[config.mk]
export PLATFORM = sky130hd
export DESIGN_NAME = sat_counter
export DESIGN_NICKNAME = d
export VERILOG_FILES = /design/src/rtl/sat_counter.sv
export SDC_FILE = /design/constraint.sdc
export NUM_CORES = 1
export LEC_CHECK = 0
export CAP_MARGIN = 0
export CORE_AREA = 2 2 39 41
export CTS_BUF_LIST = sky130_fd_sc_hd__clkbuf_16
export CTS_CLUSTER_SIZE = 40
export DETAILED_ROUTE_END_ITERATION = 10
export DIE_AREA = 0 0 41 43
export HOLD_SLACK_MARGIN = 0.05
export PLACE_DENSITY = 0.66
export SETUP_SLACK_MARGIN = 0.5
export SYNTH_ARGS = -nofsm -noshare
export SYNTH_HDL_FRONTEND = slang
export SYNTH_SLANG_ARGS = --single-unit
[constraint.sdc]
create_clock -name clk -period 1.55 [get_ports clk]
set_input_delay 0.465 -clock clk [delete_from_list [all_inputs] [get_ports clk]]
set_output_delay 0.465 -clock clk [all_outputs]
set_load 0.05 [all_outputs]
[src/rtl/sat_counter.sv]
// -----------------------------------------------------------------------------
// sat_counter
// Up-counter that holds at all-ones instead of wrapping.
// Ports:
//   clk   - clock, rising edge
//   reset - asynchronous active-high reset, clears q
//   clr   - synchronous clear, has priority over inc
//   inc   - count enable
//   q     - registered count value (W bits)
// -----------------------------------------------------------------------------
module sat_counter #(
  parameter int W = 8
) (
  input  logic         clk,
  input  logic         reset,
  input  logic         clr,
  input  logic         inc,
  output logic [W-1:0] q
);

  localparam logic [W-1:0] MAX = {W{1'b1}};

  // Count register: clear wins over increment, increment stops at MAX.
  always_ff @(posedge clk or posedge reset) begin
    if (reset) begin
      q <= {W{1'b0}};
    end else if (clr) begin
      q <= {W{1'b0}};
    end else if (inc && (q != MAX)) begin
      q <= q + W'(1);
    end else begin
      q <= q;
    end
  end

endmodule

==> flow_summary.toml <==
[setup_path]
worstPathArrival_ns = 1.56
start_kind = "flop"
setup.worst_path.end_class = "flop"
critPathMaxFanout = 3
critPathKind = "flop to flop"
crit_required_ns = 1.66

[logic_synthesis]
synthTopCellsByCount = "dfrtp_1, mux2_4, nand2_1, nor2_1, nor2b_1"
netlist_area_sq_um = 504
synth.most_common_cell = "dfrtp_1"
postSynthCellCount = 49
synth_top_area_share_pct = 39.7
ys_seq_area_share_pct = 39.7
yosysTopAreaCell = "dfrtp_1"
yosysUniqueCellTypes = 25
synth_edf_count = 0
yosys_warnings = 0
synth_area_leaders = "dfrtp_1, mux2_4, nor2b_1, a21oi_2, nand2_1"
syn_nets = 54
async_flop_share_pct = 100
post_synth.cell_area_avg_sq_um = 10.3
ys.flop_type = "dfrtp_1"
synth.ff_latch_count = 8

[drt]
wl_per_cell_um = 15.9
wl_mm = 1.54
drt_iter0_markers = 14
postRouteAntennaNets = 0
drcViolationCount = 0
routed_via_density = 5.25
first_pass_iters = 4
vias = 509

[global_route]
overflow = 0
grt_max_degree = 11
grt_use_total_pct = 21.8
antenna_found_initial = 0
grt_pass1_vias = 532
grt_pass1_wl_mm = 2.49

[finish]
drive_above_1_share_pct = 69.1
final_cells = 97
n_fill_cell = 92
finalInstanceArea_sq_um = 1030
largest_reg_flops = 8
syn_to_final_growth_pct = 105
reg.largest.list = "q: 8 flops"
top_register = "q"
finalNetCount = 88
num_antenna_cells = 0

[clock_network]
cts_buffer_depth = 2
tritoncts = "done"
cts_made_buffers = 3
clock_sinks = 8
clk_latency_ns = 0.23
htreeDepth = 1
cts.clk_slew.worst_paths_ns = 0.04
clockRootBuffer = "clkbuf_16"
cts_hold_buf = 0

[sta]
rsz0062_at_grt = "yes"
min_period_ns = 1.45
setup_violations = 0
worstMarginPinSlew_ns = 0.331
drv_slew = 0
hold_violations = 0
hold_slack_ns = 0.496
max-slew-margin-rel_pct = 77.9
max_freq_mhz = 690
finalCritPeriodShare_pct = 93.5
finalClockSkew_ns = 0.000874

[pwr]
p_leak_nw = 0.444
max-vdd-ir-drop_mv = 0.712
power.density_nw_per_um2 = 734

[placement]
dp_cells = 84
postPlaceCellArea_sq_um = 806
hpwlAfterDp_um = 927
portBuffers = 11
gp_congestion = 0.774

[die]
row_count = 14
die-area_sq_um = 1760
die_w_um = 41
start_util_pct = 36.4
ios = 12
core_area_sq_um = 1380
fp.dieH_um = 43

[flow_run]
max_cap_viol_count = 0

[hold_path]
min_path_type = "primary input to async pin"

[outcome]
outcome = "completed"
-- final timing paths --
kind                       start    to  slack, ns  cells past startpoint
hold / removal             reset  q[1]       0.50                      2
min in group clk            q[7]  q[7]       0.62                      1
max in group asynchronous  reset  q[7]       0.79                      2
setup / recovery            q[0]  q[5]       0.10                      4
setup reg to reg            q[0]  q[5]       0.10                      4
hold reg to reg             q[7]  q[7]       0.62                      1
-- stage by stage --
step	utilization (%)	setup slack (ns)	TNS (ns)	power (mW)
after floorplan	-	0.000196	0	0.270
after global placement	58.2	-0.264	-1.13	0.317
after detailed placement	58.2	-0.301	-1.28	0.320
after CTS	70.9	0.118	0	0.761
after global routing	74.7	0.0739	0	0.790
final	74.7	0.101	0	0.759
-- metal layers --
layer | track usage (%) | share of wire, %
met5 | 0 | 0
met4 | 8.00 | 2.8
met3 | 6.28 | 2.3
met2 | 33.1 | 49
met1 | 28.2 | 46
-- critical path, cell delays in order (launching register included) --
cell and delay [ns]:
dfrtp_2 0.42, ha_4 0.17, and3_4 0.19, a211oi_2 0.23, mux2_4 0.32
-- what timing repair did --
item / CTS / global route
pin swaps: 3 / 5
gates resized for setup: 7 / 10
setup endpoints to repair: 16 / 16
buffers inserted: 9 / 1
-- cells in the final DEF (no fill, tap or decap), types with 2 or more instances in the layout --
cell	synthesis	final
mux2_4	4	4
buf_12	0	9
clkdlybuf4s50_1	0	2
clkbuf_16	0	3
nand4_1	2	2
nand2_1	4	4
a21oi_2	2	3
nand3_4	0	2
dfrtp_2	0	8
buf_4	0	12
nor2b_1	4	4
buf_6	1	7
nor2_1	4	4
-- report_power, final --
part,switching [mW],internal [mW]
Combinational,0.0514,0.0504
Sequential,0.00723,0.216
Clock,0.101,0.333
Total,0.160,0.599
-- cell families after synthesis --
kind of cell	after synthesis	synth area share, %
compound gates	9	15.6
fa+ha+maj	1	2.48
buf+inv	4	4.47
flops	8	39.7
mux	5	13.9
simple gates	22	23.8
-- cell type report --
class	count	area, sq um	area share (%)
repair buffers	31	378	36.6
well taps	16	20.0	1.94
inverters	2	7.51	0.726
multi-input cells	37	343	33.2
clock buffers	3	75.1	7.26
flip-flops and latches	8	210	20.3
Power figures use the tool's default switching activity.
